File: config.mk
export PLATFORM = sky130hd
export DESIGN_NAME = mem_port_arbiter_flat
export DESIGN_NICKNAME = d
export VERILOG_FILES = /design/src/rtl/mem_port_arbiter_if.sv /design/src/rtl/mem_port_arbiter.sv /design/src/flat_wrapper.sv
export SDC_FILE = /design/constraint.sdc
export NUM_CORES = 1
export LEC_CHECK = 0
export CAP_MARGIN = 20
export CORE_ASPECT_RATIO = 0.6
export CORE_MARGIN = 8
export CORE_UTILIZATION = 35
export CTS_BUF_LIST = sky130_fd_sc_hd__clkbuf_8
export DETAILED_ROUTE_END_ITERATION = 10
export PLACE_DENSITY = 0.74
export SLEW_MARGIN = 25
export SYNTH_ARGS = -nofsm -noshare
export SYNTH_HDL_FRONTEND = slang
export SYNTH_SLANG_ARGS = --single-unit
File: constraint.sdc
create_clock -name clk -period 1.6 [get_ports clk]
set_clock_uncertainty 0.15 [all_clocks]
set_input_delay 0.32 -clock clk [delete_from_list [all_inputs] [get_ports clk]]
set_output_delay 0.32 -clock clk [all_outputs]
set_load 0.01 [all_outputs]
File: src/rtl/mem_port_arbiter_if.sv
// Unified memory port bundle: fetch and memory-stage requesters plus memory side.
// slave = arbiter view, master = requesters/memory view.
interface mem_port_arbiter_if #(
  parameter int ADDR_W = 32,
  parameter int DATA_W = 32
);
  logic              IReqF;
  logic [ADDR_W-1:0] IAddrF;
  logic [DATA_W-1:0] IRdataF;
  logic              IReadyF;
  logic              DReqM;
  logic              DWeM;
  logic [ADDR_W-1:0] DAddrM;
  logic [DATA_W-1:0] DWdataM;
  logic [DATA_W-1:0] DRdataM;
  logic              DReadyM;
  logic              MemReq;
  logic              MemWe;
  logic [ADDR_W-1:0] MemAddr;
  logic [DATA_W-1:0] MemWdata;
  logic [DATA_W-1:0] MemRdata;
  logic              StallFetchF;
  logic              StallMemM;

  modport slave (
    input  IReqF, IAddrF, DReqM, DWeM, DAddrM, DWdataM, MemRdata,
    output IRdataF, IReadyF, DRdataM, DReadyM,
    output MemReq, MemWe, MemAddr, MemWdata,
    output StallFetchF, StallMemM
  );

  modport master (
    output IReqF, IAddrF, DReqM, DWeM, DAddrM, DWdataM, MemRdata,
    input  IRdataF, IReadyF, DRdataM, DReadyM,
    input  MemReq, MemWe, MemAddr, MemWdata,
    input  StallFetchF, StallMemM
  );
endinterface

File: src/rtl/mem_port_arbiter.sv
// Fetch/memory-stage arbiter for the shared memory port, fixed-latency.
// Optional macro ARB_RR_EN: round-robin tie break instead of data priority.
module mem_port_arbiter #(
  parameter int ADDR_W  = 32,
  parameter int DATA_W  = 32,
  parameter int MEM_LAT = 2
) (
  input logic               clk,
  input logic               reset,
  mem_port_arbiter_if.slave bus
);

  typedef enum logic [1:0] {
    IDLE,
    BUSY_I,
    BUSY_D
  } state_t;

  localparam logic [3:0] LAT = 4'(MEM_LAT);

  state_t            r_state;
  logic [3:0]        r_cnt;
  logic              r_mem_req;
  logic              r_mem_we;
  logic [ADDR_W-1:0] r_mem_addr;
  logic [DATA_W-1:0] r_mem_wdata;
  logic [DATA_W-1:0] r_irdata;
  logic [DATA_W-1:0] r_drdata;
  logic              r_iready;
  logic              r_dready;

  logic w_i_elig;
  logic w_d_elig;
  logic w_gnt_d;
  logic w_gnt_i;

  // A requester completing this cycle is advancing, so its req is stale.
  always_comb begin
    w_i_elig = bus.IReqF & ~r_iready;
    w_d_elig = bus.DReqM & ~r_dready;
  end

`ifdef ARB_RR_EN
  logic r_last_d;

  // Tie goes to whoever was not granted last; reset favours data first.
  assign w_gnt_d = w_d_elig & (~w_i_elig | ~r_last_d);

  // Remember the side of every grant for the next tie.
  always_ff @(posedge clk) begin
    if (reset) begin
      r_last_d <= 1'b0;
    end else if (r_state == IDLE && (w_d_elig | w_i_elig)) begin
      r_last_d <= w_gnt_d;
    end
  end
`else
  assign w_gnt_d = w_d_elig;
`endif

  assign w_gnt_i = w_i_elig & ~w_gnt_d;

  // Grant, wait-state count, data capture and completion pulses.
  always_ff @(posedge clk) begin
    if (reset) begin
      r_state     <= IDLE;
      r_cnt       <= 4'd0;
      r_mem_req   <= 1'b0;
      r_mem_we    <= 1'b0;
      r_mem_addr  <= '0;
      r_mem_wdata <= '0;
      r_irdata    <= '0;
      r_drdata    <= '0;
      r_iready    <= 1'b0;
      r_dready    <= 1'b0;
    end else begin
      r_mem_req <= 1'b0;
      r_iready  <= 1'b0;
      r_dready  <= 1'b0;
      unique case (r_state)
        IDLE: begin
          if (w_gnt_d) begin
            r_state     <= BUSY_D;
            r_cnt       <= LAT;
            r_mem_req   <= 1'b1;
            r_mem_we    <= bus.DWeM;
            r_mem_addr  <= bus.DAddrM;
            r_mem_wdata <= bus.DWdataM;
          end else if (w_gnt_i) begin
            r_state    <= BUSY_I;
            r_cnt      <= LAT;
            r_mem_req  <= 1'b1;
            r_mem_we   <= 1'b0;
            r_mem_addr <= bus.IAddrF;
          end
        end
        BUSY_I: begin
          r_cnt <= r_cnt - 4'd1;
          if (r_cnt == 4'd1) begin
            r_irdata <= bus.MemRdata;
            r_iready <= 1'b1;
            r_state  <= IDLE;
          end
        end
        BUSY_D: begin
          r_cnt <= r_cnt - 4'd1;
          if (r_cnt == 4'd1) begin
            if (!r_mem_we) begin
              r_drdata <= bus.MemRdata;
            end
            r_dready <= 1'b1;
            r_state  <= IDLE;
          end
        end
        default: r_state <= IDLE;
      endcase
    end
  end

  assign bus.MemReq      = r_mem_req;
  assign bus.MemWe       = r_mem_we;
  assign bus.MemAddr     = r_mem_addr;
  assign bus.MemWdata    = r_mem_wdata;
  assign bus.IRdataF     = r_irdata;
  assign bus.IReadyF     = r_iready;
  assign bus.DRdataM     = r_drdata;
  assign bus.DReadyM     = r_dready;
  assign bus.StallFetchF = bus.IReqF & ~r_iready;
  assign bus.StallMemM   = bus.DReqM & ~r_dready;

endmodule

File: src/flat_wrapper.sv
// flat-port wrapper written by rule: the top's interface ports become plain ports
module mem_port_arbiter_flat 
#(
  parameter int ADDR_W  = 32,
  parameter int DATA_W  = 32,
  parameter int MEM_LAT = 2
)
  (clk, reset, bus_IReqF, bus_IAddrF, bus_DReqM, bus_DWeM, bus_DAddrM, bus_DWdataM, bus_MemRdata, bus_IRdataF, bus_IReadyF, bus_DRdataM, bus_DReadyM, bus_MemReq, bus_MemWe, bus_MemAddr, bus_MemWdata, bus_StallFetchF, bus_StallMemM);
  mem_port_arbiter_if #(.ADDR_W(ADDR_W), .DATA_W(DATA_W)) bus_i ();
  input logic clk;
  input logic reset;
  input wire logic [$bits(bus_i.IReqF)-1:0] bus_IReqF;
  input wire logic [$bits(bus_i.IAddrF)-1:0] bus_IAddrF;
  input wire logic [$bits(bus_i.DReqM)-1:0] bus_DReqM;
  input wire logic [$bits(bus_i.DWeM)-1:0] bus_DWeM;
  input wire logic [$bits(bus_i.DAddrM)-1:0] bus_DAddrM;
  input wire logic [$bits(bus_i.DWdataM)-1:0] bus_DWdataM;
  input wire logic [$bits(bus_i.MemRdata)-1:0] bus_MemRdata;
  output wire logic [$bits(bus_i.IRdataF)-1:0] bus_IRdataF;
  output wire logic [$bits(bus_i.IReadyF)-1:0] bus_IReadyF;
  output wire logic [$bits(bus_i.DRdataM)-1:0] bus_DRdataM;
  output wire logic [$bits(bus_i.DReadyM)-1:0] bus_DReadyM;
  output wire logic [$bits(bus_i.MemReq)-1:0] bus_MemReq;
  output wire logic [$bits(bus_i.MemWe)-1:0] bus_MemWe;
  output wire logic [$bits(bus_i.MemAddr)-1:0] bus_MemAddr;
  output wire logic [$bits(bus_i.MemWdata)-1:0] bus_MemWdata;
  output wire logic [$bits(bus_i.StallFetchF)-1:0] bus_StallFetchF;
  output wire logic [$bits(bus_i.StallMemM)-1:0] bus_StallMemM;
  assign bus_i.IReqF = bus_IReqF;
  assign bus_i.IAddrF = bus_IAddrF;
  assign bus_i.DReqM = bus_DReqM;
  assign bus_i.DWeM = bus_DWeM;
  assign bus_i.DAddrM = bus_DAddrM;
  assign bus_i.DWdataM = bus_DWdataM;
  assign bus_i.MemRdata = bus_MemRdata;
  assign bus_IRdataF = bus_i.IRdataF;
  assign bus_IReadyF = bus_i.IReadyF;
  assign bus_DRdataM = bus_i.DRdataM;
  assign bus_DReadyM = bus_i.DReadyM;
  assign bus_MemReq = bus_i.MemReq;
  assign bus_MemWe = bus_i.MemWe;
  assign bus_MemAddr = bus_i.MemAddr;
  assign bus_MemWdata = bus_i.MemWdata;
  assign bus_StallFetchF = bus_i.StallFetchF;
  assign bus_StallMemM = bus_i.StallMemM;
  mem_port_arbiter #(.ADDR_W(ADDR_W), .DATA_W(DATA_W), .MEM_LAT(MEM_LAT)) u_core (.clk(clk), .reset(reset), .bus(bus_i));
endmodule
==> results of run 1 <==
cell families after synthesis:
group                      Yosys count  share of synthesized area
buffers and inverters               56                     0.0540
AOI/OAI and AO/OA                  144                      0.191
and+or+nand+nor                    313                      0.227
DFF                                138                      0.514
adders and majority gates            6                     0.0140
through the flow:
stage / power (mW) / hold slack [ps] / setup TNS, ps
2_1_floorplan: 5.77 / 306 / 0
3_3_place_gp: 7.38 / 291 / -25770
3_5_place_dp: 7.44 / 297 / -28240
4_1_cts: 11.2 / 129 / -761
5_1_grt: 12.2 / 133 / -3810
6_report: 11.6 / 168 / -2160
layer usage:
metal,wire [um],part of all wire,up-vias,track usage
li1,-,-,2777,-
met1,8910,0.43,2663,0.227
met2,9350,0.46,213,0.296
met3,2090,0.10,12,0.0939
met4,182,0.0089,0,0.0377
met5,0,0,-,0
worst max path at each step:
stage | cells after the start | slack (ps) | startpoint | to
after global routing | 8 | -150 | u_core.bus.DReadyM | u_core.bus.MemAddr[5]
after floorplan | 6 | 4 | u_core.r_cnt[1] | u_core.r_state[0]
final | 9 | -120 | bus_DReqM | u_core.bus.MemAddr[25]
after global placement | 7 | -450 | bus_DReqM | u_core.bus.MemAddr[4]
after CTS | 3 | -100 | u_core.bus.DReadyM | bus_StallMemM
after detailed placement | 7 | -520 | bus_DReqM | u_core.bus.MemAddr[4]
placed cells by master (no fill, tap or decap), types with 3 or more instances in the layout:
cell type,instances
a21oi_2,10
dfxtp_2,5
inv_6,3
clkbuf_8,18
clkbuf_2,4
bufinv_16,4
inv_2,4
buf_4,18
ha_4,3
buf_12,17
a21oi_1,91
buf_6,16
clkbuf_16,9
clkinvlp_4,3
a311oi_2,30
clkdlybuf4s15_1,16
dfxtp_1,133
dlygate4sd2_1,112
nand2_1,260
nor2_2,6
a311oi_1,3
clkdlybuf4s50_1,131
nor2_1,30
buf_16,6
sequential cells by signal, summed over array words and instances (netlist names):
register / count
u_core.bus.IReadyF: 1
u_core.bus.DRdataM: 32
u_core.bus.MemAddr: 32
u_core.bus.IRdataF: 32
u_core.bus.DReadyM: 1
u_core.bus.MemReq: 1
u_core.r_state: 2
u_core.r_cnt: 4
u_core.bus.MemWdata: 32
u_core.bus.MemWe: 1
worst max-delay path: cells and delay by family:
kind | cells | cell delay (ps)
AO/OA/AOI/OAI | 2 | 260
buffers and inverters | 6 | 1200
AND/OR/NAND/NOR | 1 | 90
timing repair:
action	in CTS	in global routing
gates resized for setup	172	80
setup buffers	7	4
setup endpoints to repair	180	99
pin swaps	10	22
gates cloned	7	10
area by class of cell:
type | instances | area share
timing repair buffer | 329 | 0.369
inverter | 6 | 0.00262
multi-input combinational | 463 | 0.266
clock inverter | 13 | 0.0201
sequential | 138 | 0.290
clock buffer | 18 | 0.0260
tap | 203 | 0.0266
where the power goes:
part / total (mW) / internal, mW / switching, mW / leakage [nW]
Sequential: 4.09 / 3.85 / 0.239 / 1.13
Clock: 3.15 / 1.75 / 1.39 / 0.212
Combinational: 4.37 / 2.40 / 1.97 / 2.69
==> reports/results.ini, run 1 <==
[grt]
grt_start_max_net_pins = 51
grt_overflow = 0
antenna_found_initial = 0
grt_pass1_wl_mm = 30.1
grt_pass1_vias = 5557
grt_usage = 0.188

[outcome]
status = finished, violations left
violations = negative setup slack

[timing]
max_clock_freq_ghz = 0.583
period_share = 1.07
rsz0062_at_grt = true
max_slew_margin = 0.760
finalSetupViolations = 33
finalCriticalPeriod_ps = 1720
worstMarginPinSlew_ps = 361
hold_viol_final = 0
slew_violations = 0
fin_ws_ps = -117

[worst_hold_path]
hold_depth = 2
hp-start = reset
hold_class = primary input to flip-flop
hold_end = u_core.bus.MemWdata[12]

[worst_setup_path]
arrival_ps = 1860
start_kind = primary input
max_stage_delay_ps = 510
end_kind = flip-flop
r2r-start = u_core.bus.DReadyM
cp.required_ps = 1750
worstSetupPathType = primary input to flip-flop
cp_cell_sequence = clkdlybuf4s50_1 > nand2b_4 > buf_6 > a21boi_4 > buf_12 > buf_12 > clkbuf_16 > buf_6 > a311oi_2
slowest_stage = clkdlybuf4s50_1
ff2ff_setup_slack_ps = -100
worstReg2RegEnd = u_core.bus.MemAddr[25]
path_max_fanout = 5
r2r_cells = 8

[route]
drc = 0
drt_pass1_iterations = 5
ant_nets = 0
wl_mm = 20.5
dr.first_iter.drc_count = 323
wire_per_inst_um = 17.5
via_per_inst = 4.84
vias = 5665

[yosys]
synthArstFlopShare = 0
ys_types = 34
syn_area_sq_um = 5380
synth_most_common_cell = nand2_1
synthTopCellsByCount = nand2_1 (262), dfxtp_1 (138), a21oi_1 (101)
yosysSeqAreaShare = 0.514
ys_ff_latch = 138
synth_top_area_cell = dfxtp_1
ys_warn_count = 0
synth_top_cell_area_share = 0.514
synth_fp_nets = 796
synth_area_leaders = dfxtp_1 (51%), nand2_1 (18%), a21oi_1 (9.4%)
netlist_instances = 657
ys.flop_type = dfxtp_1
avgSynthCellArea_sq_um = 8.19
synth_edf_count = 0

[power]
leakage_nw = 4.03
power.density_nw_per_um2 = 1220
vdd_drop_max_mv = 0.640

[placement]
place_inst = 1114
pre_cts_slack_ps = -522
postPlaceCellArea_sq_um = 8460
gp_congestion = 0.785
dpl.hpwl_mm = 13.4
io_buffers = 266

[finish]
multiInputGateArea_sq_um = 2540
nets = 1094
fin_area_sq_um = 9550
layout-drive-gt1-share = 0.182
antenna_cells = 0
areaGrowthSynthToFinish_pct = 77.5
nFillCells = 1304
fin_cells = 1170
post-route-util = 0.628
seqCellArea_sq_um = 2770

[clock_network]
clk_latency_ps = 410
cts_hold_buf = 0
htreeDepth = 4
cts_tree = built
clockBufferDepth = 2
clock-root-buffer = clkbuf_8
numCtsBuffers = 17
clock_sinks = 138
cts.clk_slew.worst_paths_ps = 80

[die]
die_area_sq_um = 19700
die_w_um = 176
rows = 35
die_h_um = 112
core_area_sq_um = 15200
start_util = 0.354
ios = 267

[run]
drv_cap = 0

(Power assumes the default switching activity.)
==> run 2: changes to the inputs <==
--- a/config.mk
+++ b/config.mk
@@ -12,6 +12,7 @@
 export CTS_BUF_LIST = sky130_fd_sc_hd__clkbuf_8
 export DETAILED_ROUTE_END_ITERATION = 10
 export PLACE_DENSITY = 0.74
+export RECOVER_POWER = 100
 export SLEW_MARGIN = 25
 export SYNTH_ARGS = -nofsm -noshare
 export SYNTH_HDL_FRONTEND = slang
==> run 2 against run 1 <==
The flow still finishes with violations (negative setup slack). Via count down 0.16%. Clock power about the same. Sequential share of layout area up 0.053 points. Clock-buffer cell count unchanged. Sequential power about the same. Total power about the same. Critical path type unchanged. Die area unchanged. Highest routed layer unchanged. Routed wire length up 0.16%.
==> reports/results.ini, run 2 (synthesis results as in run 1) <==
[grt]
use_met1 = 0.227
antenna_found_initial = 0
grt_overflow = 0
use_met2 = 0.296
grt_usage = 0.188
grt_start_max_net_pins = 51
grt.busiest_layer = met2
grt_pass1_wl_mm = 30.1
grt_pass1_vias = 5557
use_met3 = 0.0939

[timing]
period_share = 1.07
worstMarginPinSlew_ps = 361
finalCriticalPeriod_ps = 1720
fin_ws_ps = -117
finalSetupViolations = 33
slew_violations = 0
whs_ps = 169
hold_viol_final = 0
max_clock_freq_ghz = 0.583
rsz0062_at_grt = true
max_slew_margin = 0.759

[route]
drc = 0
wl_mm = 20.6
vias = 5656
ant_nets = 0
drt_pass1_iterations = 6
via_per_inst = 4.83
dr.first_iter.drc_count = 359
wire_per_inst_um = 17.6

[power]
p_comb_frac = 0.376
vdd_drop_max_mv = 0.640
power.density_nw_per_um2 = 1220
power.switching_mw = 3.59
pwr-share-clk = 0.271
seq_power_share = 0.353
power.total_mw = 11.6
p_sw_frac = 0.310
intPower_mw = 8.01
leakage_nw = 4.02

[clock_network]
numCtsBuffers = 17
cts.clk_slew.worst_paths_ps = 80
clock_sinks = 138
cts_hold_buf = 0
clk_latency_ps = 410
htreeDepth = 4
clockBufferDepth = 2
clock-root-buffer = clkbuf_8
cts_tree = built

[worst_setup_path]
end_kind = flip-flop
arrival_ps = 1860
r2r_cells = 8
path_max_fanout = 5
start_kind = primary input
worstSetupPathType = primary input to flip-flop
cp.required_ps = 1750

[placement]
io_buffers = 266
dpl.hpwl_mm = 13.4
gp_congestion = 0.785
place_inst = 1114

[finish]
layout-drive-gt1-share = 0.182
antenna_cells = 0
nets = 1094
post-route-util = 0.627
fin_cells = 1170
final_cell_mix = nand2_1 (260), dfxtp_1 (133), clkdlybuf4s50_1 (131)
areaGrowthSynthToFinish_pct = 77.2
mostFrequentLayoutCell = nand2_1

[die]
die_w_um = 176
die_h_um = 112
die_area_sq_um = 19700
ios = 267
rows = 35
start_util = 0.354
core_area_sq_um = 15200

[worst_hold_path]
hold_class = primary input to flip-flop
hold_depth = 2

[outcome]
violations = negative setup slack
status = finished, violations left

[run]
drv_cap = 0

[run 2: repair_timing]
action,4_1_cts,5_1_grt
endpoints found under the setup margin,180,99
cloned,7,10
setup buffers,7,4
resized for setup,172,80
pin swaps,10,22
hold endpoints to repair,0,0
[run 2: metrics by stage]
step | setup TNS [ps] | cell area (sq um) | setup WS, ps
after global placement | -25770 | 8460 | -446
after global routing | -3820 | 9530 | -149
after CTS | -761 | 9110 | -101
final | -2160 | 9530 | -117
after detailed placement | -28240 | 8460 | -522
after floorplan | 0 | 5380 | 3.97
[run 2: power by group through the flow]
stage | clock network, mW | logic [mW] | registers (mW)
after floorplan | 0 | 1.46 | 4.31
after global placement | 0 | 3.25 | 4.13
after detailed placement | 0 | 3.30 | 4.14
after CTS | 3.22 | 3.93 | 4.06
after global routing | 3.40 | 4.68 | 4.14
final | 3.14 | 4.36 | 4.09
[run 2: final timing paths]
path	startpoint	end	slack, ps
setup reg to reg	u_core.bus.DReadyM	u_core.bus.MemAddr[25]	-100
hold reg to reg	u_core.bus.DRdataM[31]	u_core.bus.DRdataM[31]	300
hold / removal	reset	u_core.bus.MemWdata[12]	170
setup / recovery	bus_DReqM	u_core.bus.MemAddr[25]	-120
[run 2: cell type report]
type                    count  area (sq um)
clock buffers              18           248
clock inverters            13           191
fillers                  1307          5670
inverters                   6          25.0
multi-input cells         463          2540
flip-flops and latches    138          2770
well taps                 203           254
repair buffers            329          3500
[run 2: routing by layer]
layer / up-vias / wire length, um
li1: 2777 / -
met1: 2644 / 8780
met2: 223 / 9360
met3: 12 / 2240
met4: 0 / 182
met5: - / 0
[run 2: critical path, stage by stage]
cell and delay (ps):
clkdlybuf4s50_1 510, nand2b_4 90, buf_6 130, a21boi_4 190, buf_12 180, buf_12 140, clkbuf_16 150, buf_6 90
a311oi_2 60
